--- src/rtl/romulusn_ctrl_pkg.sv ---
// Shared definitions for the Romulus-N block controller.
//   state_t          : controller phase encoding
//   ROUNDS_PER_CYC   : SKINNY rounds unrolled per RND cycle
//   RND_CYCLES       : RND cycles per block (RND_CYCLES * ROUNDS_PER_CYC = 40 rounds)
//   BEATS            : 32-bit beats per 128-bit transfer
//   RC_WIDTH         : round-constant LFSR width
//   rc_step()        : one step of the 6-bit round-constant LFSR
package romulusn_ctrl_pkg;

  typedef enum logic [2:0] {
    ST_IDLE = 3'd0,
    ST_KEY  = 3'd1,
    ST_DATA = 3'd2,
    ST_RND  = 3'd3,
    ST_OUT  = 3'd4
  } state_t;

  localparam int ROUNDS_PER_CYC = 8;
  localparam int RND_CYCLES     = 5;
  localparam int BEATS          = 4;
  localparam int RC_WIDTH       = 6;

  // Shift left, feed back rc[5] ^ rc[4] ^ 1.
  function automatic logic [RC_WIDTH-1:0] rc_step(input logic [RC_WIDTH-1:0] rc);
    return {rc[4:0], rc[5] ^ rc[4] ^ 1'b1};
  endfunction

endpackage

--- src/rtl/romulusn_rc8.sv ---
// Combinational unroll of the round-constant LFSR.
//   rc_in  : current LFSR register value
//   rc_out : rc_out[i] is the value i+1 steps after rc_in (i = 0..ROUNDS_PER_CYC-1)
module romulusn_rc8
  import romulusn_ctrl_pkg::*;
(
  input  logic [RC_WIDTH-1:0]                     rc_in,
  output logic [ROUNDS_PER_CYC-1:0][RC_WIDTH-1:0] rc_out
);

  logic [RC_WIDTH-1:0] chain [ROUNDS_PER_CYC+1];

  assign chain[0] = rc_in;

  for (genvar gi = 0; gi < ROUNDS_PER_CYC; gi++) begin : g_step
    assign chain[gi+1] = rc_step(chain[gi]);
    assign rc_out[gi]  = chain[gi+1];
  end

endmodule

--- src/rtl/romulusn_ctrl.sv ---
// Romulus-N block controller: sequences key load (4 sdi beats), data load
// (4 pdi beats), 5 unrolled-round cycles (8 SKINNY-128-384+ rounds each) and
// output (4 pdo beats), driving datapath enables and round constants.
//
// Ports:
//   clk, rst                 : clock, asynchronous active-low reset
//   start                    : begin a block (accepted in IDLE only)
//   dec_in, cnt_inc, ad_blk  : block mode, counter advance, AD select (sampled on start)
//   dom_in / domain          : domain byte sampled on start / held copy
//   key_valid / key_ready    : sdi beat handshake
//   pdi_valid / pdi_ready    : pdi beat handshake
//   pdo_valid / pdo_ready    : pdo beat handshake
//   s/x/y/z rst,enc,se, erst : datapath register controls
//   correct_cnt, tk1s        : counter-advance select, TK1 source select
//   decrypt                  : decrypt mask during OUT
//   constant..constant8      : round constants for unrolled rounds 0..7
//   done                     : one-cycle pulse after the last pdo beat
//
// Build option: define ROMULUSN_CTRL_DECRYPT_EN to drive decrypt from the
// sampled dec_in during OUT; otherwise decrypt is tied to zero.
//
// Beat-qualified enables (xse, sse, ...) are formed from a registered
// ready/valid flag ANDed with the partner's valid/ready so they are high only
// in the cycle the beat actually transfers. Everything else is registered.
module romulusn_ctrl
  import romulusn_ctrl_pkg::*;
(
  input  logic       clk,
  input  logic       rst,
  input  logic       start,
  input  logic       dec_in,
  input  logic       cnt_inc,
  input  logic       ad_blk,
  input  logic [7:0] dom_in,
  input  logic       key_valid,
  output logic       key_ready,
  input  logic       pdi_valid,
  output logic       pdi_ready,
  output logic       pdo_valid,
  input  logic       pdo_ready,
  output logic       srst,
  output logic       senc,
  output logic       sse,
  output logic       xrst,
  output logic       xenc,
  output logic       xse,
  output logic       yrst,
  output logic       yenc,
  output logic       yse,
  output logic       zrst,
  output logic       zenc,
  output logic       zse,
  output logic       erst,
  output logic       correct_cnt,
  output logic       tk1s,
  output logic [7:0] domain,
  output logic [3:0] decrypt,
  output logic [5:0] constant,
  output logic [5:0] constant2,
  output logic [5:0] constant3,
  output logic [5:0] constant4,
  output logic [5:0] constant5,
  output logic [5:0] constant6,
  output logic [5:0] constant7,
  output logic [5:0] constant8,
  output logic       done
);

  state_t              state_reg;
  logic [1:0]          beat_reg;
  logic [2:0]          rnd_cnt_reg;
  logic [RC_WIDTH-1:0] rc_reg;
  logic [7:0]          dom_reg;
  logic                cnt_inc_reg;
  logic                tk1s_reg;
  logic                key_ready_reg;
  logic                pdi_ready_reg;
  logic                pdo_valid_reg;
  logic                rnd_en_reg;
  logic                rst_pulse_reg;
  logic                erst_reg;
  logic                cnt_pulse_reg;
  logic                done_reg;

  logic key_xfer, pdi_xfer, pdo_xfer;
  logic [ROUNDS_PER_CYC-1:0][RC_WIDTH-1:0] rc_vals;

  assign key_xfer = key_ready_reg & key_valid;
  assign pdi_xfer = pdi_ready_reg & pdi_valid;
  assign pdo_xfer = pdo_valid_reg & pdo_ready;

  romulusn_rc8 u_rc8 (
    .rc_in  (rc_reg),
    .rc_out (rc_vals)
  );

`ifdef ROMULUSN_CTRL_DECRYPT_EN
  logic       dec_reg;
  logic [3:0] decrypt_reg;

  always_ff @(posedge clk or negedge rst) begin
    if (!rst) begin
      dec_reg     <= 1'b0;
      decrypt_reg <= 4'h0;
    end else begin
      if (state_reg == ST_IDLE && start)
        dec_reg <= dec_in;
      // Mirror pdo_valid: set entering OUT, cleared leaving it.
      if (state_reg == ST_RND && rnd_cnt_reg == 3'(RND_CYCLES-1))
        decrypt_reg <= {4{dec_reg}};
      else if (state_reg == ST_OUT && pdo_xfer && beat_reg == 2'(BEATS-1))
        decrypt_reg <= 4'h0;
    end
  end

  assign decrypt = decrypt_reg;
`else
  logic dec_in_unused;
  assign dec_in_unused = dec_in;
  assign decrypt       = 4'h0;
`endif

  always_ff @(posedge clk or negedge rst) begin
    if (!rst) begin
      state_reg     <= ST_IDLE;
      beat_reg      <= 2'd0;
      rnd_cnt_reg   <= 3'd0;
      rc_reg        <= '0;
      dom_reg       <= 8'h00;
      cnt_inc_reg   <= 1'b0;
      tk1s_reg      <= 1'b0;
      key_ready_reg <= 1'b0;
      pdi_ready_reg <= 1'b0;
      pdo_valid_reg <= 1'b0;
      rnd_en_reg    <= 1'b0;
      rst_pulse_reg <= 1'b0;
      erst_reg      <= 1'b0;
      cnt_pulse_reg <= 1'b0;
      done_reg      <= 1'b0;
    end else begin
      // Single-cycle pulses default low.
      rst_pulse_reg <= 1'b0;
      erst_reg      <= 1'b0;
      cnt_pulse_reg <= 1'b0;
      done_reg      <= 1'b0;

      case (state_reg)
        ST_IDLE: begin
          if (start) begin
            state_reg     <= ST_KEY;
            beat_reg      <= 2'd0;
            dom_reg       <= dom_in;
            cnt_inc_reg   <= cnt_inc;
            tk1s_reg      <= ad_blk;
            key_ready_reg <= 1'b1;
            rst_pulse_reg <= 1'b1;
          end
        end

        ST_KEY: begin
          if (key_xfer) begin
            beat_reg <= beat_reg + 2'd1;
            if (beat_reg == 2'(BEATS-1)) begin
              state_reg     <= ST_DATA;
              key_ready_reg <= 1'b0;
              pdi_ready_reg <= 1'b1;
            end
          end
        end

        ST_DATA: begin
          if (pdi_xfer) begin
            beat_reg <= beat_reg + 2'd1;
            if (beat_reg == 2'(BEATS-1)) begin
              state_reg     <= ST_RND;
              pdi_ready_reg <= 1'b0;
              rnd_en_reg    <= 1'b1;
              rnd_cnt_reg   <= 3'd0;
              rc_reg        <= '0;
            end
          end
        end

        ST_RND: begin
          // Jump the LFSR past the eight constants consumed this cycle.
          rc_reg      <= rc_vals[ROUNDS_PER_CYC-1];
          rnd_cnt_reg <= rnd_cnt_reg + 3'd1;
          if (rnd_cnt_reg == 3'(RND_CYCLES-1)) begin
            state_reg     <= ST_OUT;
            rnd_en_reg    <= 1'b0;
            pdo_valid_reg <= 1'b1;
            erst_reg      <= 1'b1;
          end
        end

        ST_OUT: begin
          if (pdo_xfer) begin
            beat_reg <= beat_reg + 2'd1;
            if (beat_reg == 2'(BEATS-1)) begin
              state_reg     <= ST_IDLE;
              pdo_valid_reg <= 1'b0;
              tk1s_reg      <= 1'b0;
              done_reg      <= 1'b1;
              cnt_pulse_reg <= cnt_inc_reg;
            end
          end
        end

        default: state_reg <= ST_IDLE;
      endcase
    end
  end

  assign key_ready   = key_ready_reg;
  assign pdi_ready   = pdi_ready_reg;
  assign pdo_valid   = pdo_valid_reg;

  assign srst        = rst_pulse_reg;
  assign xrst        = rst_pulse_reg;
  assign yrst        = rst_pulse_reg;
  assign zrst        = rst_pulse_reg;
  assign erst        = erst_reg;

  assign senc        = rnd_en_reg | pdi_xfer | pdo_xfer;
  assign sse         = pdi_xfer | pdo_xfer;
  assign xenc        = rnd_en_reg | key_xfer;
  assign xse         = key_xfer;
  assign yenc        = rnd_en_reg | pdi_xfer;
  assign yse         = pdi_xfer;
  // The counter advance lands in the IDLE cycle after OUT, never overlapping RND.
  assign zenc        = rnd_en_reg | cnt_pulse_reg;
  assign zse         = cnt_pulse_reg;
  assign correct_cnt = cnt_pulse_reg;

  assign tk1s        = tk1s_reg;
  assign domain      = dom_reg;
  assign done        = done_reg;

  // Constants are only meaningful while rounds run; hold them at zero otherwise.
  assign constant    = rnd_en_reg ? rc_vals[0] : '0;
  assign constant2   = rnd_en_reg ? rc_vals[1] : '0;
  assign constant3   = rnd_en_reg ? rc_vals[2] : '0;
  assign constant4   = rnd_en_reg ? rc_vals[3] : '0;
  assign constant5   = rnd_en_reg ? rc_vals[4] : '0;
  assign constant6   = rnd_en_reg ? rc_vals[5] : '0;
  assign constant7   = rnd_en_reg ? rc_vals[6] : '0;
  assign constant8   = rnd_en_reg ? rc_vals[7] : '0;

endmodule

--- config.mk ---
export PLATFORM = sky130hd
export DESIGN_NAME = romulusn_ctrl
export DESIGN_NICKNAME = d
export VERILOG_FILES = /design/src/rtl/romulusn_ctrl_pkg.sv /design/src/rtl/romulusn_rc8.sv /design/src/rtl/romulusn_ctrl.sv
export SDC_FILE = /design/constraint.sdc
export NUM_CORES = 1
export LEC_CHECK = 0
export ABC_CLOCK_PERIOD_IN_PS = 1670
export CAP_MARGIN = 5
export CORE_MARGIN = 10
export CORE_UTILIZATION = 43
export CTS_BUF_LIST = sky130_fd_sc_hd__clkbuf_4 sky130_fd_sc_hd__clkbuf_8
export CTS_CLUSTER_SIZE = 20
export DETAILED_ROUTE_END_ITERATION = 8
export PLACE_DENSITY = 0.83
export SLEW_MARGIN = 10
export SYNTH_ARGS = -nofsm -noshare
export SYNTH_HDL_FRONTEND = slang
export SYNTH_SLANG_ARGS = --single-unit
--- constraint.sdc ---
create_clock -name clk -period 1.67 [get_ports clk]
set_input_delay 0.167 -clock clk [delete_from_list [all_inputs] [get_ports clk]]
set_output_delay 0.167 -clock clk [all_outputs]
set_load 0.03 [all_outputs]
# Word-level counts from Yosys, hierarchy flattened
# Index checks and enable logic that the tools add are counted.
[totals] ff_bits=32 in_bits=17 word_cells=124
[classes] add_sub_neg=2 eq_ne=14 n_mux=53 n_bitwise=24 n_reduce_logical=16
[ops] operator="$mux 6" n=10
[ops] operator="$mux 3" n=9
[ops] operator="$mux 1" n=21
[ops] operator="$ne 2x2->1 const B" n=8
[ops] operator="$reduce_and 4->1" n=4
[ops] operator="$pmux 3 s5" n=1
[ops] operator="$pmux 6 s2" n=1
[ops] operator="$pmux 1 s2" n=5
[ops] operator="$reduce_and 5->1" n=2
[ops] operator="$reduce_bool 2->1" n=5
[ops] operator="$mux 2" n=4
[ops] operator="$not 1->1" n=8
[ops] operator="$pmux 2 s4" n=1
[ops] operator="$reduce_and 8->1" n=1
[ops] operator="$xor 1x1->1" n=8
[ops] operator="$eq 3x2->1 const B" n=2
[ops] operator="$eq 3x3->1 const B" n=2
[ops] operator="$pmux 3 s2" n=1
[ops] operator="$or 1x1->1" n=5
[ops] operator="$reduce_bool 4->1" n=1
[ops] operator="$add 3x1->3 const B" n=1
[ops] operator="$and 1x1->1" n=3
[ops] operator="$eq 3x1->1 const B" n=1
[ops] operator="$logic_not 3->1" n=1
[ops] operator="4 further kinds" n=4

# Logic depth before layout (Yosys ltp)
[logic_depth] ltp_word=5 depth_mapped=6 depth_no_buf=6

# Modules after synthesis
# From an unflattened synthesis, not the netlist that was laid out.
[unflattened] hier_cells=241 area_unflattened_um2=2243.4
[by_module_without_submodules] mod="romulusn_ctrl" n_inst=1 cells_each=193 area_per_inst_um2=1858.0
[by_module_without_submodules] mod="romulusn_rc8" n_inst=1 cells_each=48 area_per_inst_um2=385.4

# Worst setup path after synthesis
# Ideal clock, no wire load.
[synth_timing] kind="register to output" from="register pdi_ready_reg, in the netlist pdi_ready" to="output senc" arrival_ps=1543 t_required_ps=1503 slack_ps=-40 path_stages_with_launch=4 path_buffers=0 cell_sequence="dfrtp_1 -> and2_1 -> a21o_1 -> or2_2"
[synth_between] elab_chain_len=3
[synth_lines] element="from (decl)" line_no="romulusn_ctrl.sv:77" source="logic pdi_ready_reg;"
[synth_lines] element="from (signal assigned)" line_no="romulusn_ctrl.sv:133" source="pdi_ready_reg <= 1'b0;"
[synth_lines] element="from (signal assigned)" line_no="romulusn_ctrl.sv:166" source="pdi_ready_reg <= 1'b1;"
[synth_lines] element="from (signal assigned)" line_no="romulusn_ctrl.sv:176" source="pdi_ready_reg <= 1'b0;"
[synth_lines] element="$and 1x1->1" line_no="romulusn_ctrl.sv:89" source="assign pdi_xfer = pdi_ready_reg & pdi_valid;"
[synth_lines] element="via yse" line_no="romulusn_ctrl.sv:49" source="output logic yse,"
[synth_lines] element="$or 1x1->1 (2 in series)" line_no="romulusn_ctrl.sv:224" source="assign senc = rnd_en_reg | pdi_xfer | pdo_xfer;"
[synth_lines] element="to (decl)" line_no="romulusn_ctrl.sv:42" source="output logic senc,"
# The timed path passes the listed nets, and every way through them passes these cells.

# Worst setup path in the final report
[layout_timing] from="register rc_reg[5]" to="output constant8[1]"
[layout_between] elab_chain_len=5
[layout_lines] element="from (decl)" line_no="romulusn_ctrl.sv:72" source="logic [RC_WIDTH-1:0] rc_reg;"
[layout_lines] element="from (signal assigned)" line_no="romulusn_ctrl.sv:186" source="rc_reg <= rc_vals[ROUNDS_PER_CYC-1];"
[layout_lines] element="$xor 1x1->1" line_no="romulusn_ctrl_pkg.sv:25" source="return {rc[4:0], rc[5] ^ rc[4] ^ 1'b1};"
[layout_lines] element="$not 1->1 (no source line)"
[layout_lines] element="$xor 1x1->1" line_no="romulusn_ctrl_pkg.sv:25"
[layout_lines] element="$not 1->1 (no source line)"
[layout_lines] element="$mux 6" line_no="romulusn_ctrl.sv:247" source="assign constant8 = rnd_en_reg ? rc_vals[7] : '0;"
[layout_lines] element="to (decl)" line_no="romulusn_ctrl.sv:65" source="output logic [5:0] constant8,"
# Every way passes these cells.

==> impl_metrics.env <==
export IMPL_asyncSetResetFlopFracSynth_pct=100
export IMPL_setup_worst_path_end_class="output port"
export IMPL_longest_individual_stage_delay_on_the_worst_path_ns=0.40
export IMPL_timing_final_hold_violations=0
export IMPL_drt_drc_violations_left=0
export IMPL_netlist_instances=198
export IMPL_port_buffers=90
export IMPL_detail_route_wl_per_cell_um=15.8
export IMPL_post_route_period_util_pct=98.3
export IMPL_ys_flop_type="dfrtp_1"
export IMPL_cp_required_ns=1.50
export IMPL_maximum_number_of_pins_on_one_net_before_global_route_repair=33
export IMPL_clock_power_share_pct=21.2
export IMPL_globalRoute_totalOverflow=0
export IMPL_viasPerCell=4.93
export IMPL_fp_rows=25
export IMPL_io_pin_count=96
export IMPL_drive_gt1_share_pct=41.7
export IMPL_width_of_the_die_um=88.9
export IMPL_routabilityCongestion=0.752
export IMPL_antenna_found_initial=0
export IMPL_ant_nets=0
export IMPL_netlist_area_sq_mm=0.00204
export IMPL_insertedDiodeCount=0
export IMPL_hold_ws_ns=0.280
export IMPL_worstPathCellList="xnor2_1, and2_1, dlygate4sd2_1"
export IMPL_placed_area_sq_mm=0.00267
export IMPL_synth_most_common_cell="buf_4"
export IMPL_power_ir_vdd_worst_uv=907
export IMPL_clock_sinks=32
export IMPL_timing_critical_path_fanout_max=2
export IMPL_synth_seq_cells=32
export IMPL_post_synth_main_area_contributors="dfrtp_1 39%, buf_4 18%, and2_1 5.2%"
export IMPL_synth_lib_cells_used_distinct=43
export IMPL_final_cell_area_sq_mm=0.00284
export IMPL_synth_yosys_warnings=0
export IMPL_critPathArrivalTime_ns=1.47
export IMPL_dieArea_sq_mm=0.00790
export IMPL_finalSetupTns_ns=0
export IMPL_first_pass_grt_wire_length_um=7970
export IMPL_max_clock_freq_mhz=609
export IMPL_finalNetCount=290
export IMPL_max_cap_violations=0
export IMPL_drtPass1Iterations=4
export IMPL_report_power_total_mw=3.52
export IMPL_worst_setup_path_start_kind="flip-flop"
export IMPL_final_max_slew_viol_count=0
export IMPL_insertion_delay_of_the_later_clocked_pin_in_the_worst_skew_pair_ns=0.28
export IMPL_switching_portion_of_total_power_pct=35.3
export IMPL_cts_clk_slew_worst_paths_ns=0.07
export IMPL_timing_critical_path_slowest_stage_cell="dlygate4sd2_1"
export IMPL_synth_edff_count=0
export IMPL_via_count_of_the_first_global_routing_pass=1649
export IMPL_drtIter0Drc=60
export IMPL_area_growth_pct=39.2
export IMPL_fp_coreArea_sq_mm=0.00466
export IMPL_status="complete, no violations"
export IMPL_clock_tree_buffer_depth=2
export IMPL_htreeDepth=2
export IMPL_flip_flop_count_of_the_largest_register_after_layout=8
export IMPL_cts_root_buf="clkbuf_8"
export IMPL_synth_yosys_seq_area_share_pct=39.2
export IMPL_place_hpwl_um=4040
export IMPL_cts_tree="yes"
export IMPL_p_sw_mw=1.24
export IMPL_pd_cells_mw_per_mm2=1240
export IMPL_pwr_share_seq_pct=34.6
export IMPL_overall_die_height_um=88.9
export IMPL_detailroute_via_count=1601
export IMPL_intPower_mw=2.27
export IMPL_initial_core_utilization_pct=43.8
export IMPL_cts_inserted_buffers=5
export IMPL_layout_min_cycle_time_ns=1.64
export IMPL_fin_util_pct=61.0
export IMPL_final_setup_viol_count=0
export IMPL_synth_cells_most_frequent="48 x buf_4, 32 x dfrtp_1, 17 x and2_1"
export IMPL_power_leakage_nw=1.37
export IMPL_netlist_top_cell_by_area="dfrtp_1"
export IMPL_worst_hold_path_type="primary input to asynchronous set/reset pin"
export IMPL_syn_avg_cell_area_sq_um=10.3
export IMPL_worstSetupPathType="flip-flop to output port"
export IMPL_drt_total_wl_um=5150
export IMPL_grt_use_total_pct=12.7
export IMPL_power_frac_comb_pct=44.2
export IMPL_ctsHoldBuffers=0
export IMPL_worst_clock_skew_ns=0.00298
export IMPL_synth_top_area_share_pct=39.2
export IMPL_grt_setup_unrepaired="true"
-- critical path: cells and delay by family, from the launching register on --
kind	cells	cell delay, ns
buffers and inverters	1	0.40
and+or+nand+nor	1	0.17
DFF	1	0.39
xor gates and xnor gates	1	0.23
-- placed cells by master (no fill, tap or decap), types with 5 or more instances in the layout --
cell / count
and2_1: 12
dfrtp_1: 31
dlygate4sd2_1: 6
clkbuf_8: 5
xnor2_1: 6
a22o_1: 10
nand2_1: 12
o21ai_0: 5
clkdlybuf4s50_1: 34
buf_4: 65
inv_1: 6
mux2_2: 9
-- per-stage QoR --
| stage | setup WS, ns | cells |
|---|---|---|
| floorplan | 0.0688 | 201 |
| global placement | -0.258 | 314 |
| detailed placement | -0.278 | 314 |
| CTS | -0.0433 | 323 |
| global route | -0.0437 | 325 |
| finish | 0.0287 | 325 |
-- layer usage --
layer  vias up  global-route usage [%]  wire [um]
li1        772                       -          -
met1       744                    12.6       1840
met2        80                    20.5       2340
met3         5                    9.30        920
met4         0                    3.96         51
met5         -                       0          0
-- final timing paths --
| path | startpoint | endpoint | slack [ns] | cells past startpoint |
|---|---|---|---|---|
| setup / recovery | rc_reg[5] | constant8[1] | 0.03 | 3 |
| hold / removal | rst | domain[3] | 0.28 | 2 |
| setup reg to reg | state_reg[1] | rnd_cnt_reg[2] | 0.11 | 3 |
| hold reg to reg | cnt_inc_reg | correct_cnt | 0.49 | 1 |
| max in group asynchronous | rst | rnd_en_reg | 1.08 | 2 |
| min in group clk | cnt_inc_reg | correct_cnt | 0.49 | 1 |
-- repair_timing --
action / CTS / global route
setup endpoints to repair: 17 / 27
gates resized for setup: 18 / 12
setup buffers: 1 / 2
pin swaps: 2 / 2
-- cell type report --
type,instances,area (sq um)
clock buffers,6,76.3
clock inverters,2,35.0
fillers,395,1820
inverters,6,22.5
multi-input cells,113,891
flip-flops and latches,32,802
well taps,54,67.6
repair buffers,112,948
-- power by group through the flow --
stage / Sequential, mW / Combinational [mW] / Clock (mW)
2_1_floorplan: 1.45 / 0.604 / 0
3_3_place_gp: 1.20 / 1.34 / 0
3_5_place_dp: 1.22 / 1.37 / 0
4_1_cts: 1.21 / 1.45 / 0.760
5_1_grt: 1.26 / 1.70 / 0.798
6_report: 1.22 / 1.56 / 0.744
-- cells by family (layout without fill, tap and decap cells) --
logic type | Yosys count | count (layout) | share of synthesized area (%)
AOI/OAI and AO/OA | 30 | 30 | 11.5
xor gates and xnor gates | 9 | 9 | 3.86
adders and majority gates | 3 | 3 | 1.84
buffers and inverters | 56 | 126 | 19.5
DFF | 32 | 32 | 39.2
muxes | 9 | 9 | 4.96
other | 1 | 4 | 0.184
and+or+nand+nor | 58 | 58 | 18.9
Power figures use the tool's default switching activity.
==> variant 1, RTL diff (same flow settings) <==
Set the package constant `ROUNDS_PER_CYC` to 16 (it was 8).
--- a/src/rtl/romulusn_ctrl_pkg.sv
+++ b/src/rtl/romulusn_ctrl_pkg.sv
@@ -17,3 +17,3 @@
 
-  localparam int ROUNDS_PER_CYC = 8;
+  localparam int ROUNDS_PER_CYC = 16;
   localparam int RND_CYCLES     = 5;
Behaviour: same outputs for any inputs over 10 cycles, from zero or initial values and one cycle with rst low; that may be too few to reach the edited logic, so the function may still have changed.
==> variant 1 against the unedited design <==
  * Synthesized area is 3.9% higher
  * Sequential cell count stayed put
  * Final area is essentially flat
  * Worst setup slack better by 0.029 ns
  * Die area rose by 3.0%
  * Critical path depth shrank 1
  * Routed wire length is 1.2% lower
Power is left out: the tool's default activity adds up to more than one toggle a clock period on the data nets, which glitch-free logic cannot reach.
==> variant 1: results (changes against the unedited design) <==
status:
  outcome: "completed"
layout:
  fill_cells: 404  # +2.3%
  drive_gt1_share_pct: 31.5  # -10 points
  antenna_cells: 0  # unchanged
  largest_register_ffs: 8  # unchanged
  nets: 296  # +2.1%
synth:
  yosys-top-cells-area: "dfrtp_1 (38%), buf_4 (16%), mux2_1 (4.8%)"
  synth_fa_ha_area_share_pct: 1.77  # -0.068 points
  ys_types: 45  # +4.7%
  yosys-mux-area-fraction_pct: 5.84  # +0.88 points
  synthArstFlopShare_pct: 100  # unchanged
  synth_commonest_cells: "buf_4 (46), dfrtp_1 (32), nor2_1 (13), and2_1 (9), mux2_1 (9)"
  ys_warn_count: 0  # unchanged
  synth_compound_area_share_pct: 12.1  # +0.57 points
  ys_seq_area_share_pct: 37.8  # -1.5 points
  synth-xor-area-share_pct: 6.14  # +2.3 points
  synth-main-ff-cell: "dfrtp_1"
global_routing:
  grt_max_degree: 33  # unchanged
  gr-usage-all-layers_pct: 12.6  # -0.096 points
  grt_pass1_wl_mm: 8.66  # +8.7%
  first_global_vias: 1752  # +6.2%
  antenna_found_initial: 0  # unchanged
placed_design:
  gp_congestion: 0.781  # +3.9%
  io_buffer_count: 90  # unchanged
  hpwl_mm: 4.10  # +1.4%
clock_tree:
  h-tree-depth: 2  # unchanged
  cts_buffers: 5  # unchanged
  clock_latency_ns: 0.28  # about the same
  cts_buffer_depth: 2  # unchanged
  ctsRootBufferMaster: "clkbuf_8"
  path_clk_slew_ns: 0.07  # about the same
drt:
  drtIter0Drc: 109  # +82%
  vias: 1657  # +3.5%
  wl_per_cell_um: 14.8  # -6.4%
  drt_pass1_iterations: 4  # unchanged
sta:
  fin_skew_ns: 0.00418  # +0.00119 ns
critical_path:
  timing.rr.start: "beat_reg[0]$_DFFE_PN0P_"
  max_stage_delay_ns: 0.48  # +0.08 ns
  path_max_fanout: 12  # +10
  cp-startpoint: "rnd_en_reg$_DFFE_PN0P_"
  reg2regPathDepth: 4  # +1
  cp_slowest_cell: "dfrtp_2"
  arrival_ns: 1.45  # -0.02 ns
min_path:
  hold_class: "in -> async"
[variant 1: per-layer routing]
metal  vias up  global-route usage [%]  wire [µm]
met2        81                    18.9       2180
met4         0                    3.58         52
li1        789                       -          -
met3         7                    8.23        702
met5         -                       0          0
met1       780                    14.4       2150
[variant 1: metrics by stage]
| step | setup WS (ns) | std cells | cell area (µm²) | hold WS (ns) | utilization [%] |
|---|---|---|---|---|---|
| detailed placement | -0.121 | 335 | 2730 | 0.468 | 57.4 |
| global placement | -0.122 | 335 | 2730 | 0.458 | 57.4 |
| global route | -0.0663 | 343 | 2840 | 0.320 | 59.8 |
| floorplan | -0.0159 | 217 | 2140 | -0.129 | - |
| finish | 0.0578 | 343 | 2840 | 0.280 | 59.8 |
| CTS | 0.0168 | 342 | 2830 | 0.292 | 59.6 |
[variant 1: layout make-up]
cell class                      count  share of cell area (%)
Tap cell                           67                    2.95
Clock buffer                        7                    3.39
Sequential cell                    32                    28.3
Timing Repair Buffer              107                    32.0
Multi-Input combinational cell    123                    32.5
Inverter                            7                   0.924
[variant 1: path summary, 6_finish.rpt]
kind | to | slack [ns]
max in group asynchronous | rnd_en_reg$_DFFE_PN0P_ | 1.08
max reg2reg | state_reg[0]$_DFFE_PN0P_ | 0.11
min reg2reg | cnt_inc_reg$_DFFE_PN0P_ | 0.48
max | zenc | 0.06
min | domain[1]$_DFFE_PN0P_ | 0.28
min in group clk | domain[2]$_DFFE_PN0P_ | 0.48
[variant 1: repair_timing]
item	in CTS	in global routing
buffers inserted	0	1
setup endpoints to repair	45	32
resized for setup	21	5
[variant 1: cell families after synthesis]
logic type	count (synthesis)
xor+xnor	14
flops	32
fa+ha+maj	3
mux	10
other cells	1
buf+inv	62
simple gates	55
compound gates	37
[variant 1: worst max-delay path, delay by kind of cell, from the launching register on]
| kind | cells | cell delay (ns) |
|---|---|---|
| buffers and inverters | 1 | 0.36 |
| and+or+nand+nor | 1 | 0.32 |
| DFF | 1 | 0.48 |
==> variant 2, RTL diff (config.mk and constraints unchanged) <==
Made on the original files. Put one more register stage on the output `correct_cnt`. The value now appears one clock later. The other outputs are not delayed to match.
--- a/src/rtl/romulusn_ctrl.sv
+++ b/src/rtl/romulusn_ctrl.sv
@@ -232,3 +232,5 @@
   assign zse         = cnt_pulse_reg;
-  assign correct_cnt = cnt_pulse_reg;
+  always_ff @(posedge clk) begin
+    correct_cnt <= cnt_pulse_reg;
+  end
 
Check against the original RTL: same outputs for any inputs over 10 cycles, from zero or initial values and one cycle with rst low; that may be too few to reach the edited logic, so the function may still have changed.
==> variant 2 against the unedited design <==
  * Clock power fell by 21%
  * Final area fell by 0.35%
  * Critical path type unchanged
  * Synthesized cell count did not move
  * Routed wire length fell by 0.23%
  * Synthesized area rose by 0.61%
  * Worst setup slack improved by 0.023 ns
  * Critical endpoint is now pdi_ready
  * Highest routed layer unchanged
  * Largest cell class unchanged
  * Largest power group unchanged
  * Sequential cell count rose by 1
  * Non-clock buffer count did not move
  * Total power fell by 4.0%
==> variant 2: results (changes against the unedited design) <==
global_routing:
  first_global_vias: 1651  # +0.12%
  grt_use_met3_pct: 8.66  # -0.64 points
  met2_usage_pct: 19.9  # -0.61 points
  grtUsageMet1_pct: 12.9  # +0.29 points
  gr-usage-all-layers_pct: 12.5  # -0.18 points
synth:
  ys_types: 44  # +2.3%
  yosys-top-cells-area: "dfrtp_1 (39%), buf_4 (17%), and2_1 (5.2%)"
  ys_seq_area_share_pct: 40.0  # +0.74 points
  yosys-mux-area-fraction_pct: 4.93  # -0.030 points
  synth_commonest_cells: "buf_4 (47), dfrtp_1 (32), and2_1 (17), nand2_1 (12), a22o_1 (10)"
  ys_ff_latch: 33  # +3.1%
  synth-xor-area-share_pct: 3.84  # -0.024 points
  synth_fa_ha_area_share_pct: 1.83  # -0.011 points
  ys_warn_count: 0  # unchanged
  synth_compound_area_share_pct: 11.4  # -0.070 points
power:
  switching_share_pct: 37.0  # +1.7 points
  vdd_ir_drop_max_mv: 1.15  # +27%
critical_path:
  cp-startpoint: "pdi_ready$_DFFE_PN0P_"
  rrSetupSlack_ns: 0.15  # +0.04 ns
  timing.rr.end: "pdi_ready$_DFFE_PN0P_"
  max_stage_delay_ns: 0.68  # +0.28 ns
  crit_end: "pdi_ready"
  arrival_ns: 1.45  # -0.02 ns
  timing.rr.start: "beat_reg[0]$_DFFE_PN0P_"
drt:
  drtIter0Drc: 49  # -18%
  wl_met2_mm: 2.26  # -3.2%
  via_per_inst: 4.96  # +0.75%
  met1_length_mm: 1.97  # +6.6%
  wl_mm: 5.14  # -0.23%
layout:
  area_growth_pct: 37.9
  clk_share_pct: 3.05  # -0.87 points
  nonClkBufAreaFrac_pct: 33.1  # -0.24 points
  nets: 291  # +0.34%
  fill_cells: 400  # +1.3%
status:
  outcome: "completed"
clock_tree:
  post_cts_buffers: 2  # +1
placed_design:
  place_ws_ns: -0.271  # +0.00728 ns
  place_area_um2: 2690  # +0.66%
  gp_congestion: 0.875  # +16%
  dp_cells: 315  # +0.32%
sta:
  fin_skew_ns: 0.00815  # +0.00517 ns
  hold_slack_ns: 0.273  # -0.00688 ns
## variant 2: cell types whose count changed after synthesis
cell / unedited run / this run
dfxtp_1: 0 / 1
buf_4: 48 / 47
## variant 2: how the worst min path moves through the flow
stage,from,end,cells after the start
floorplan,rst,beat_reg[0]$_DFFE_PN0P_,0
global placement,zse$_DFF_PN0_,correct_cnt$_DFF_P_,0
detailed placement,zse$_DFF_PN0_,correct_cnt$_DFF_P_,0
CTS,rst,key_ready$_DFFE_PN0P_,2
global route,rst,key_ready$_DFFE_PN0P_,2
finish,rst,domain[0]$_DFFE_PN0P_,2
## variant 2: power groups by stage
stage	Sequential [mW]	Combinational (mW)	Clock, mW
global placement	1.23	1.35	0
CTS	1.24	1.54	0.606
finish	1.25	1.54	0.588
detailed placement	1.24	1.37	0
global route	1.28	1.67	0.648
floorplan	1.47	0.604	0
## variant 2: critical path: cells and delay by family, from the launching register on
kind / cells / cell delay [ns]
DFF: 1 / 0.34
buffers and inverters: 2 / 0.82
